**config.mk**
```make
export PLATFORM = sky130hd
export DESIGN_NAME = prog_clk_div
export DESIGN_NICKNAME = d
export VERILOG_FILES = /design/src/rtl/prog_clk_div.sv
export SDC_FILE = /design/constraint.sdc
export NUM_CORES = 1
export LEC_CHECK = 0
export BUFFER_PORTS_ARGS = -buffer_cell sky130_fd_sc_hd__buf_2
export CORE_AREA = 2 2 114 138
export DETAILED_ROUTE_END_ITERATION = 6
export DIE_AREA = 0 0 116 140
export PLACE_DENSITY = 0.7
export SLEW_MARGIN = 20
export SYNTH_ARGS = -nofsm -noshare
export SYNTH_HDL_FRONTEND = slang
export SYNTH_SLANG_ARGS = --single-unit
```
**constraint.sdc**
```tcl
create_clock -name i_clk -period 8.3 [get_ports i_clk]
set_clock_uncertainty 0.2 [all_clocks]
set_input_delay 2.49 -clock i_clk [delete_from_list [all_inputs] [get_ports i_clk]]
set_output_delay 2.49 -clock i_clk [all_outputs]
set_load 0.02 [all_outputs]
```
**src/rtl/prog_clk_div.sv**
```systemverilog
// prog_clk_div -- multi-channel programmable clock divider.
//
// Produces NCH independent divided clocks from i_clk. Divisors are written at
// run time into a per-channel pending slot and take effect on that channel's
// next wrap, so the running period always completes (no runt pulses).
//
// Ports:
//   i_clk      system clock, rising edge
//   i_rst_n    asynchronous active-low reset
//   i_en       global count enable (low freezes counters and outputs)
//   i_sync     realign all active channels to phase 0 (overrides i_en)
//   i_div_wr   divisor write strobe
//   i_div_sel  target channel of the write
//   i_div_val  new divisor (1 -> 2, 0 -> channel disabled)
//   o_div_ack  one-cycle pulse the cycle after an accepted write
//   o_clk_out  registered divided clocks, one bit per channel
//   o_tick     registered wrap pulses (only when CLKDIV_TICK_EN is defined)
//
// Optional feature macro: CLKDIV_TICK_EN

module prog_clk_div_ch #(
  parameter int W       = 8,
  parameter int RST_DIV = 2
) (
  input  logic         i_clk,
  input  logic         i_rst_n,
  input  logic         i_en,
  input  logic         i_sync,
  input  logic         i_wr,
  input  logic [W-1:0] i_val,
`ifdef CLKDIV_TICK_EN
  output logic         o_tick,
`endif
  output logic         o_clk_out
);
  logic [W-1:0] r_cnt, r_cur, r_pend;
  logic         r_pvld, r_clk;

  logic [W-1:0] w_cnt_nx, w_cur_nx, w_pend_nx, w_eff, w_inc;
  logic         w_clk_nx, w_pvld_nx, w_last;
  logic [W:0]   w_hi;

  assign w_eff  = r_pvld ? r_pend : r_cur;
  assign w_inc  = r_cnt + W'(1);
  assign w_last = (r_cnt == r_cur - W'(1));
  assign w_hi   = ({1'b0, r_cur} + (W+1)'(1)) >> 1;

  always_comb begin
    w_cnt_nx  = r_cnt;
    w_cur_nx  = r_cur;
    w_clk_nx  = r_clk;
    w_pvld_nx = r_pvld;
    w_pend_nx = r_pend;
    if (i_sync) begin
      if (w_eff != '0) begin
        w_cur_nx  = w_eff;
        w_pvld_nx = 1'b0;
        w_cnt_nx  = '0;
        w_clk_nx  = 1'b1;
      end else if (r_cur != '0) begin
        // pending zero applied by sync: channel switches off
        w_cur_nx  = '0;
        w_pvld_nx = 1'b0;
        w_cnt_nx  = '0;
        w_clk_nx  = 1'b0;
      end
    end else if (i_en) begin
      if (r_cur == '0) begin
        // disabled channel: apply immediately, restart as from reset
        if (r_pvld) begin
          w_cur_nx  = r_pend;
          w_pvld_nx = 1'b0;
          w_cnt_nx  = (r_pend != '0) ? r_pend - W'(1) : '0;
          w_clk_nx  = 1'b0;
        end
      end else if (w_last) begin
        w_cnt_nx = '0;
        w_clk_nx = 1'b1;
        if (r_pvld) begin
          w_cur_nx  = r_pend;
          w_pvld_nx = 1'b0;
          if (r_pend == '0) w_clk_nx = 1'b0;
        end
      end else begin
        w_cnt_nx = w_inc;
        w_clk_nx = ({1'b0, w_inc} < w_hi);
      end
    end
    // a write in the same cycle as an apply stays pending for the next one
    if (i_wr) begin
      w_pend_nx = i_val;
      w_pvld_nx = 1'b1;
    end
  end

  always_ff @(posedge i_clk or negedge i_rst_n) begin
    if (!i_rst_n) begin
      r_cnt  <= W'(RST_DIV - 1);
      r_cur  <= W'(RST_DIV);
      r_pend <= '0;
      r_pvld <= 1'b0;
      r_clk  <= 1'b0;
    end else begin
      r_cnt  <= w_cnt_nx;
      r_cur  <= w_cur_nx;
      r_pend <= w_pend_nx;
      r_pvld <= w_pvld_nx;
      r_clk  <= w_clk_nx;
    end
  end

  assign o_clk_out = r_clk;

`ifdef CLKDIV_TICK_EN
  // counter lands on 0 with output high only on a wrap or a sync edge
  logic r_tick;
  always_ff @(posedge i_clk or negedge i_rst_n) begin
    if (!i_rst_n) r_tick <= 1'b0;
    else          r_tick <= (i_sync | i_en) & w_clk_nx & (w_cnt_nx == '0);
  end
  assign o_tick = r_tick;
`endif
endmodule

module prog_clk_div #(
  parameter int  NCH     = 4,
  parameter int  W       = 8,
  parameter int  RST_DIV = 2,
  localparam int SW      = $clog2(NCH)
) (
  input  logic           i_clk,
  input  logic           i_rst_n,
  input  logic           i_en,
  input  logic           i_sync,
  input  logic           i_div_wr,
  input  logic [SW-1:0]  i_div_sel,
  input  logic [W-1:0]   i_div_val,
  output logic           o_div_ack,
`ifdef CLKDIV_TICK_EN
  output logic [NCH-1:0] o_tick,
`endif
  output logic [NCH-1:0] o_clk_out
);
  logic         w_sel_ok;
  logic [W-1:0] w_val;
  logic         r_ack;

  if ((1 << SW) == NCH) begin : g_sel_full
    assign w_sel_ok = 1'b1;
  end else begin : g_sel_chk
    assign w_sel_ok = (i_div_sel < SW'(NCH));
  end

  assign w_val = (i_div_val == W'(1)) ? W'(2) : i_div_val;

  always_ff @(posedge i_clk or negedge i_rst_n) begin
    if (!i_rst_n) r_ack <= 1'b0;
    else          r_ack <= i_div_wr & w_sel_ok;
  end
  assign o_div_ack = r_ack;

  for (genvar g = 0; g < NCH; g++) begin : g_ch
    prog_clk_div_ch #(.W(W), .RST_DIV(RST_DIV)) u_ch (
      .i_clk     (i_clk),
      .i_rst_n   (i_rst_n),
      .i_en      (i_en),
      .i_sync    (i_sync),
      .i_wr      (i_div_wr & w_sel_ok & (i_div_sel == SW'(g))),
      .i_val     (w_val),
`ifdef CLKDIV_TICK_EN
      .o_tick    (o_tick[g]),
`endif
      .o_clk_out (o_clk_out[g])
    );
  end
endmodule

```
# ---- After elaboration in Yosys (flattened, before gate mapping)
# Cells that the tools add are included.
dict set report totals {
  in_bits 15
  reg_bits 105
  wordCells 228
  output_inout_bits 5
}
dict set report op_classes {
  n_reduce_logical 46
  n_eq_ne 20
  bitwise 4
  muxes 117
  n_lt_le_gt_ge 4
  n_addsub 16
}
# cell n
set op_table {}
lappend op_table {{$mux W8} 57}
lappend op_table {{$reduce_bool A8 Y1} 12}
lappend op_table {{$logic_not A8 Y1} 8}
lappend op_table {{$sub A8 B1 Y8 const B} 8}
lappend op_table {{$mux W1} 60}
lappend op_table {{$add A8 B1 Y9 const B} 4}
lappend op_table {{$reduce_and A3 Y1} 12}
lappend op_table {{$add A8 B1 Y8 const B} 4}
lappend op_table {{$eq A8 B8 Y1} 4}
lappend op_table {{$lt A8 B8 Y1} 4}
lappend op_table {{$reduce_bool A3 Y1} 8}
lappend op_table {{$ne A4 B1 Y1 const B} 4}
lappend op_table {{$reduce_bool A4 Y1} 4}
lappend op_table {{$ne A3 B1 Y1 const B} 4}
lappend op_table {{$ne A3 B2 Y1 const B} 4}
lappend op_table {{$eq A8 B1 Y1 const B} 1}
lappend op_table {{$and A1 B1 Y1} 4}
lappend op_table {{$eq A2 B2 Y1 const B} 2}
lappend op_table {{$eq A2 B1 Y1 const B} 1}
lappend op_table {{$logic_not A2 Y1} 1}
lappend op_table {{$reduce_bool A2 Y1} 1}

# ---- Longest topological paths before layout
# Gate-level depths: netlist (run 1).
dict set report depth {
  ltp_word 7
  ltp_mapped 12
  ltp_nobuf 11
}

# ---- Hierarchy
# From an unflattened synthesis (run 1), not the netlist that was laid out.
dict set report unflattened {
  cells_unflattened 867
  area_unflattened_um2 8281.7
}
# mod seq_area_each_um2 n_inst cells_each area_each_um2
set modules_own_cells {}
lappend modules_own_cells {{prog_clk_div_ch at g_ch[0].u_ch ...} 653.1 2 205 2028.2}
lappend modules_own_cells {{prog_clk_div_ch at g_ch[1].u_ch} 653.1 1 217 2077.0}
lappend modules_own_cells {{prog_clk_div_ch at g_ch[3].u_ch} 653.1 1 223 2033.2}
lappend modules_own_cells {prog_clk_div 25.0 1 17 115.1}

# ---- Worst setup path before layout (run 1)
# No wires, ideal clock.
dict set report synth_path {
  path_type {input port to flip-flop}
  start {input port i_sync}
  end {register g_ch[1].u_ch.r_cur[5]}
  t_arrival_ns 4.074
  required_time_ns 7.975
  path_stages 7
  setup_slack_ns 3.901
  setup_time_ns 0.125
  n_path_buf 2
  cell_sequence {clkbuf_1 -> inv_1 -> clkbuf_1 -> nand2_1 -> o211ai_1 -> o21ai_4 -> mux2_4}
}
dict set report synth_between {
  elab_chain_cells 2
  word_cells_on_any_way 5
  classes_between {1 x eq/ne; 1 x mux; 3 x reduce/logical}
}
# item line
set synth_rtl {}
lappend synth_rtl {{start, declared} 134} ;# input logic i_sync,
lappend synth_rtl {{$ne A3 B1 Y1 (no source line) (tied with other cells)} --}
lappend synth_rtl {{$reduce_and A3 Y1 (no source line)} --}
lappend synth_rtl {{end signal, assigned} 99} ;# r_cur <= W'(RST_DIV);
lappend synth_rtl {{end signal, assigned} 105} ;# r_cur <= w_cur_nx;
lappend synth_rtl {{end, declared} 36} ;# logic [W-1:0] r_cnt, r_cur, r_pend;
# Several ways; a longest one is shown, not always the timed one.
# A chain may end at the register's enable or synchronous reset.

# ---- Final worst setup path (run 1)
dict set report layout_path {
  start {input port i_sync}
  end {register g_ch[3].u_ch.r_cnt[4]}
}
dict set report layout_between {
  elab_chain_cells 2
  word_cells_on_any_way 5
  classes_between {2 x eq/ne; 1 x mux; 2 x reduce/logical}
}
# item line
set layout_rtl {}
lappend layout_rtl {{$ne A3 B2 Y1 (no source line) (tied with other cells)} --}
lappend layout_rtl {{$reduce_and A3 Y1 (no source line)} --}
lappend layout_rtl {{end signal, assigned} 98} ;# r_cnt <= W'(RST_DIV - 1);
lappend layout_rtl {{end signal, assigned} 104} ;# r_cnt <= w_cnt_nx;
lappend layout_rtl {{end, declared} 36}
# Several ways; a longest one is shown, not always the timed one.

==> run_results.csv, run 1 <==
group,metric,value,unit
final_layout,layout_common_cells,"sky130_fd_sc_hd__dfrtp_1, sky130_fd_sc_hd__nand2_1, sky130_fd_sc_hd__xnor2_1",
floorplan,area_of_the_die,16240,um2
pwr,power.switching_fraction,0.4015,
pwr,share_comb_of_total_power,0.395,
pwr,power.share.sequential,0.394,
status,outcome,"completed",
pwr,power.density,280.2,nW/um2
setup_path,timing.critical_path.from_type,"input pin",
setup_path,worstPathRequired,8.31,ns
final_layout,layout-drive-gt1-share,0.1445,
min_path,holdPathStages,2,
global_route,grt_max_degree,78,
global_route,initial_antenna_violation_count,0,
final_layout,number_of_antenna_cells_inserted,0,
clock_network,clk_transition_reported_paths,0.08,ns
yosys,synth_cell_type_count,76,
sta,period_needed,4.405,ns
final_layout,flow.area_growth_from_synthesis,6.085,%
floorplan,die_h,140,um
yosys,synth.avg_cell_area,9.241,um2
yosys,synth.largest_area_cell,"sky130_fd_sc_hd__dfrtp_1",
detailed_routing,vias,6252,
clock_network,clock_tree.htree_level_count,3,
setup_path,worstSetupPathType,"in -> reg",
yosys,mappedNetlistArea,7938,um2
yosys,ys_dominant_reg_cell,"sky130_fd_sc_hd__dfrtp_1",
pwr,peakVddDrop,0.0001690,V
placed_design,place_hpwl,13.51,mm
clock_network,cts-buffers-inserted,9,
yosys,ff_latch_count_synth,105,
detailed_routing,drt_drc_violations_left,0,
sta,peak_clock_frequency_supported_by_timing,0.2270,GHz
clock_network,cts_hold_buffers,0,
clock_network,post_cts.resized_instances,0,
floorplan,initial_core_util,0.5350,
clock_network,cts_max_path_buffers,2,
run,cap_violations,0,
placed_design,finalWeightedCongestion,0.8779,
final_layout,final_common_cell,"sky130_fd_sc_hd__dfrtp_1",
clock_network,tritoncts_clock_tree,"yes",
yosys,yosys_warnings,0,
detailed_routing,dr.pass1.iters,4,
pwr,clock_network_fraction_of_total_power,0.211,
detailed_routing,total_routed_length,18.29,mm
floorplan,core.rowCount,49,
sta,setup_violations,0,
pwr,netSwitchingPower,0.0009474,W
detailed_routing,route.antenna.remaining_nets,0,
sta,rsz0062_at_grt,"false",
sta,report.final.slew_viol_count,0,
global_route,grt_pass1_wl,30.84,mm
yosys,asyncSetResetFlopFracSynth,1.000,
detailed_routing,avgViaCountPerCell,5.966,
pwr,p_leak,3.540,nW
clock_network,number_of_sinks_handled_by_clock_tree_synthesis,105,
sta,holdWs,0.3226,ns
floorplan,core-area,14840,um2
sta,post-route-period-util,0.5307,
yosys,post_synthesis_cells,859,
sta,fin_tns_setup,0,ns
setup_path,cp-end-kind,"register",
placed_design,portbufs,19,
detailed_routing,violation_count_after_the_first_detailed_routing_iteration,333,
sta,slew_headroom,0.3484,
setup_path,r2r_cells,9,
yosys,synth.top_cells.by_area,"sky130_fd_sc_hd__dfrtp_1, sky130_fd_sc_hd__ha_1, sky130_fd_sc_hd__xnor2_1, sky130_fd_sc_hd__mux2_2, sky130_fd_sc_hd__xor2_1",
yosys,post_synthesis_sequential_area_ratio,0.3323,
setup_path,timing.critical_path.fanout_max,23,
clock_network,clock_insertion_delay_worst_skew,0.36,ns
clock_network,ctsRootBufferMaster,"sky130_fd_sc_hd__clkbuf_16",
global_route,total_grt_overflow,0,
final_layout,final_net_count,902,
clock_network,post_cts_buffers,0,
yosys,netlist.area_leader.share,0.3058,
detailed_routing,detail_route.wl_per_cell,17.45,um
floorplan,dieWidth,116,um
min_path,worstHoldPathType,"reg -> reg",
yosys,edff_count_synth,0,
pwr,p_int,0.001412,W
global_route,first_global_vias,6093,
yosys,mappedNetlistNets,922,
setup_path,worstPathArrival,4.42,ns
floorplan,top_level_ports,20,
sta,hold_violations,0,
sta,worst_slew_pin_slew,0.9758,ns
global_route,global_route.usage.total,0.2372,
area by class of cell:
type                       instances  area [um2]
inverter                          35       131.4
tap                              204       255.2
clock buffer                       9       225.2
multi-input combinational        665        4915
sequential                       105        2638
fill                            1406        6416
timing repair buffer              23       131.4
clock inverter                     7       125.1
per-stage QoR:
step	utilization	setup slack [ns]	instance area (um2)	instances	total power, W
after floorplan	-	3.901	7938	859	0.001646
after CTS	0.5673	3.954	8417	1048	0.002370
after detailed placement	0.5437	3.574	8066	1032	0.001864
final	0.5675	3.895	8421	1048	0.002360
after global routing	0.5675	3.687	8421	1048	0.002540
after global placement	0.5437	3.685	8066	1032	0.001847
routing by layer:
| metal | track usage | up-vias | wire, um |
|---|---|---|---|
| met3 | 0.02164 | 20 | 568 |
| met2 | 0.3918 | 117 | 9110 |
| met5 | 0 | - | 0 |
| li1 | - | 3068 | - |
| met1 | 0.3278 | 3047 | 8282 |
| met4 | 0.07769 | 0 | 330 |
cells in the mapped netlist (7+ instances only):
cell type,number
sky130_fd_sc_hd__a21oi_1,29
sky130_fd_sc_hd__buf_2,14
sky130_fd_sc_hd__mux2i_1,10
sky130_fd_sc_hd__nor2_1,53
sky130_fd_sc_hd__o21ai_0,34
sky130_fd_sc_hd__ha_1,48
sky130_fd_sc_hd__nand3_1,42
sky130_fd_sc_hd__inv_1,35
sky130_fd_sc_hd__o22ai_1,10
sky130_fd_sc_hd__nor3_1,28
sky130_fd_sc_hd__nand2_1,67
sky130_fd_sc_hd__nand4_1,10
sky130_fd_sc_hd__or3_1,9
sky130_fd_sc_hd__a22o_1,9
sky130_fd_sc_hd__dfrtp_1,97
sky130_fd_sc_hd__dfstp_2,8
sky130_fd_sc_hd__nor4_1,14
sky130_fd_sc_hd__and3_1,7
sky130_fd_sc_hd__a21o_1,9
sky130_fd_sc_hd__mux2_2,46
sky130_fd_sc_hd__a31oi_1,12
sky130_fd_sc_hd__clkbuf_1,30
sky130_fd_sc_hd__o211ai_1,11
sky130_fd_sc_hd__nand2b_1,9
sky130_fd_sc_hd__xor2_1,44
sky130_fd_sc_hd__xnor2_1,61
logic make-up after synthesis:
family                     Yosys count  synth area share
and+or+nand+nor                    275            0.1825
AOI/OAI and AO/OA                  176            0.1578
xor gates and xnor gates           105            0.1159
DFF                                105            0.3323
buffers and inverters               89           0.04855
muxes                               61           0.08733
adders and majority gates           48           0.07566
final timing paths:
kind	start	endpoint	slack (ns)
worst min-delay path	g_ch[2].u_ch.r_cnt[0]	g_ch[2].u_ch.r_cnt[0]	0.32
min in group asynchronous	i_rst_n	g_ch[1].u_ch.r_cnt[2]	1.85
max in group asynchronous	i_rst_n	g_ch[0].u_ch.r_pend[0]	5.02
worst max-delay path	i_sync	g_ch[3].u_ch.r_cnt[4]	3.90
worst max register to register	g_ch[3].u_ch.r_cur[0]	g_ch[3].u_ch.r_cur[2]	4.84
worst min register to register	g_ch[2].u_ch.r_cnt[0]	g_ch[2].u_ch.r_cnt[0]	0.32
state kept, by name, indices dropped and copies added (netlist names):
signal and count:
g_ch.u_ch.r_pend 32, o_div_ack 1, g_ch.u_ch.r_cnt 32, g_ch.u_ch.o_clk_out 4, g_ch.u_ch.r_pvld 4, g_ch.u_ch.r_cur 32
critical path: stages:
cell and delay, ns:
sky130_fd_sc_hd__buf_2 0.32, sky130_fd_sc_hd__inv_1 0.31, sky130_fd_sc_hd__a211oi_1 0.38, sky130_fd_sc_hd__a21o_1 0.52, sky130_fd_sc_hd__nor3_1 0.13, sky130_fd_sc_hd__a21oi_1 0.15, sky130_fd_sc_hd__o211ai_1 0.10
power groups by stage:
stage	Sequential [W]	Combinational [W]	Clock, W
after CTS	0.000925	0.000938	0.000507
after detailed placement	0.000934	0.000929	0
after floorplan	0.000758	0.000888	0
after global routing	0.000958	0.00106	0.000526
after global placement	0.000932	0.000915	0
final	0.000929	0.000933	0.000498
Note: power is estimated with default switching activity, not from simulation.
==> run 2: changes to the inputs <==
--- a/config.mk
+++ b/config.mk
@@ -5,11 +5,12 @@
 export SDC_FILE = /design/constraint.sdc
 export NUM_CORES = 1
 export LEC_CHECK = 0
+export ABC_AREA = 1
 export BUFFER_PORTS_ARGS = -buffer_cell sky130_fd_sc_hd__buf_2
-export CORE_AREA = 2 2 114 138
+export CORE_AREA = 2 2 119 144
 export DETAILED_ROUTE_END_ITERATION = 6
-export DIE_AREA = 0 0 116 140
-export PLACE_DENSITY = 0.7
+export DIE_AREA = 0 0 121 146
+export PLACE_DENSITY = 0.69
 export SLEW_MARGIN = 20
 export SYNTH_ARGS = -nofsm -noshare
 export SYNTH_HDL_FRONTEND = slang
==> constraint.sdc (replaced) <==
create_clock -name i_clk -period 4.55 [get_ports i_clk]
set_clock_uncertainty 0.2 [all_clocks]
set_input_delay 1.365 -clock i_clk [delete_from_list [all_inputs] [get_ports i_clk]]
set_output_delay 1.365 -clock i_clk [all_outputs]
set_load 0.02 [all_outputs]
==> run_results.csv, run 2 <==
group,metric,value,unit
yosys,post_synthesis_cells,1176,
setup_path,cp-end-kind,"register",
sta,fin_tns_setup,0,ns
min_path,worstHoldPathType,"reg -> reg",
final_layout,final_common_cell,"sky130_fd_sc_hd__nand2_1",
detailed_routing,vias,7318,
global_route,total_grt_overflow,0,
pwr,power.density,594.1,nW/um2
clock_network,post_cts_buffers,0,
clock_network,cts_max_path_buffers,2,
yosys,post-synth-top-count-cell,"sky130_fd_sc_hd__nand2_1",
placed_design,finalWeightedCongestion,0.8663,
yosys,edff_count_synth,0,
clock_network,clock_tree.htree_level_count,3,
clock_network,cts_hold_buffers,0,
sta,worst_slew_pin_slew,0.7757,ns
placed_design,portbufs,19,
yosys,post_synthesis_sequential_area_ratio,0.3064,
setup_path,worst_path_largest_cell_delay,0.57,ns
detailed_routing,dr.pass1.iters,5,
detailed_routing,detail_route.wl_per_cell,14.21,um
clock_network,number_of_sinks_handled_by_clock_tree_synthesis,105,
floorplan,core-area,16140,um2
sta,slew_headroom,0.4810,
clock_network,clock_insertion_delay_worst_skew,0.36,ns
global_route,initial_antenna_violation_count,0,
global_route,grt_max_degree,55,
final_layout,layout-drive-gt1-share,0.1105,
detailed_routing,avgViaCountPerCell,5.272,
yosys,netlist.area_leader.share,0.2819,
status,outcome,"completed",
final_layout,number_of_antenna_cells_inserted,0,
placed_design,place_hpwl,15.24,mm
clock_network,cts-buffers-inserted,9,
clock_network,post_cts.resized_instances,0,
setup_path,timing.critical_path.cells,"inv_1, nor3_1, nand3_1, nor3_1, xor2_1, inv_1, ha_1, nand2_1, nor2_1, a211oi_1, o21ai_0, nand2_1, nand3_1, a21boi_0",
setup_path,timing.critical_path.from_type,"register",
yosys,synth.avg_cell_area,7.321,um2
final_layout,flow.area_growth_from_synthesis,4.215,%
setup_path,worstPathRequired,4.63,ns
setup_path,timing.critical_path.fanout_max,4,
yosys,asyncSetResetFlopFracSynth,1.000,
floorplan,die_h,146,um
sta,report.final.slew_viol_count,0,
setup_path,worstPathArrival,3.08,ns
yosys,synth.cells.most_frequent,"sky130_fd_sc_hd__nand2_1, sky130_fd_sc_hd__inv_1, sky130_fd_sc_hd__nor2_1",
sta,rsz0062_at_grt,"false",
setup_path,critical-path-slowest-cell,"sky130_fd_sc_hd__dfstp_2",
clock_network,ctsRootBufferMaster,"sky130_fd_sc_hd__clkbuf_16",
setup_path,rrSetupSlack,1.55,ns
final_layout,top_regs,"g_ch.u_ch.r_cnt (32), g_ch.u_ch.r_cur (32), g_ch.u_ch.r_pend (32)",
sta,period_needed,2.999,ns
global_route,first_global_vias,7005,
pwr,peakVddDrop,0.0003094,V
yosys,yosys_warnings,0,
floorplan,initial_core_util,0.5333,
run,cap_violations,0,
clock_network,tritoncts_clock_tree,"yes",
yosys,ff_latch_count_synth,105,
detailed_routing,route.antenna.remaining_nets,0,
final_layout,share_of_the_core_filled_with_cells_in_the_final_layout,0.5558,
clock_network,clk_transition_reported_paths,0.08,ns
global_route,grt_pass1_wl,33.49,mm
detailed_routing,total_routed_length,19.73,mm
yosys,mappedNetlistArea,8610,um2
setup_path,worstSetupPathType,"reg -> reg",
yosys,synth.largest_area_cell,"sky130_fd_sc_hd__dfrtp_1",
detailed_routing,violation_count_after_the_first_detailed_routing_iteration,454,
sta,hold_violations,0,
yosys,mappedNetlistNets,1239,
detailed_routing,drt_drc_violations_left,0,
sta,setup_violations,0,
yosys,synth_cell_type_count,43,
floorplan,top_level_ports,20,
global_route,global_route.usage.total,0.2323,
sta,post-route-period-util,0.6592,
sta,peak_clock_frequency_supported_by_timing,0.3334,GHz
floorplan,core.rowCount,51,
floorplan,area_of_the_die,17670,um2
yosys,synth.top_cells.by_area,"sky130_fd_sc_hd__dfrtp_1, sky130_fd_sc_hd__nand2_1, sky130_fd_sc_hd__xor2_1, sky130_fd_sc_hd__ha_1, sky130_fd_sc_hd__inv_1",
pwr,p_leak,4.358,nW
floorplan,dieWidth,121,um
final_layout,final_net_count,1234,
yosys,ys_dominant_reg_cell,"sky130_fd_sc_hd__dfrtp_1",
final_layout,layout_common_cells,"sky130_fd_sc_hd__nand2_1, sky130_fd_sc_hd__inv_1, sky130_fd_sc_hd__nor2_1",
## run 2: cell types whose count changed after synthesis, sizes merged, moves of 26 or more
cell	before	now
nand2	68	260
inv	35	153
nor2	53	151
o21ai	37	110
mux2	51	0
nand3	44	89
xnor2	61	18
xor2	44	74
clkbuf	30	4
## run 2: logic make-up after synthesis
family,after synthesis,synth area share
AND/OR/NAND/NOR,566,0.3034
flip-flops,105,0.3064
XOR/XNOR,92,0.09359
adder cells (fa/ha/maj),48,0.06976
buffers and inverters,198,0.1064
AO/OA/AOI/OAI,167,0.1205
## run 2: where the power goes
group | switching [W] | internal, W
Sequential | 0.000528 | 0.00125
Combinational | 0.00169 | 0.00110
Clock | 0.000381 | 0.000378
Total | 0.00260 | 0.00273
## run 2: final cells by class
type	count	area, um2
fillers	1570	7172
multi-input cells	873	5056
flip-flops and latches	105	2638
inverters	157	590.6
well taps	212	265.3
clock buffers	9	225.2
repair buffers	25	142.6
clock inverters	7	55.05
## run 2: worst paths after layout
path | endpoint | cells past startpoint | from
hold reg to reg | g_ch[0].u_ch.r_cur[1] | 2 | g_ch[0].u_ch.r_cur[1]
min in group asynchronous | g_ch[1].u_ch.r_cur[4] | 1 | i_rst_n
setup / recovery | g_ch[0].u_ch.o_clk_out | 14 | g_ch[0].u_ch.r_cnt[0]
hold / removal | g_ch[0].u_ch.r_cur[1] | 2 | g_ch[0].u_ch.r_cur[1]
setup reg to reg | g_ch[0].u_ch.o_clk_out | 14 | g_ch[0].u_ch.r_cnt[0]
max in group asynchronous | g_ch[2].u_ch.r_cur[1] | 2 | i_rst_n
## run 2: per-stage QoR
stage	setup slack, ns	instance area, um2	hold slack (ns)	total power, W	std cells
after global placement	1.479	8692	0.2997	0.004516	1372
after detailed placement	1.399	8692	0.3068	0.004577	1372
after floorplan	1.826	8610	0.2750	0.004046	1176
after global routing	1.306	8972	0.3317	0.005888	1388
after CTS	1.591	8972	0.3177	0.005350	1388
final	1.551	8972	0.3191	0.005331	1388
## run 2: routing by layer
layer / global-route usage / wire [um] / share of wire / vias to the layer above
met4: 0.07267 / 405 / 0.021 / 0
met1: 0.3078 / 8945 / 0.45 / 3379
met5: 0 / 0 / 0 / -
li1: - / - / - / 3798
met3: 0.02194 / 541 / 0.027 / 31
met2: 0.3978 / 9833 / 0.50 / 110
## run 2: worst max-delay path, delay by kind of cell, from the launching register on
kind	cells	cell delay (ns)
adder cells (fa/ha/maj)	1	0.32
AO/OA/AOI/OAI	3	0.48
AND/OR/NAND/NOR	7	1.02
buffers and inverters	2	0.15
flip-flops	1	0.57
XOR/XNOR	1	0.18
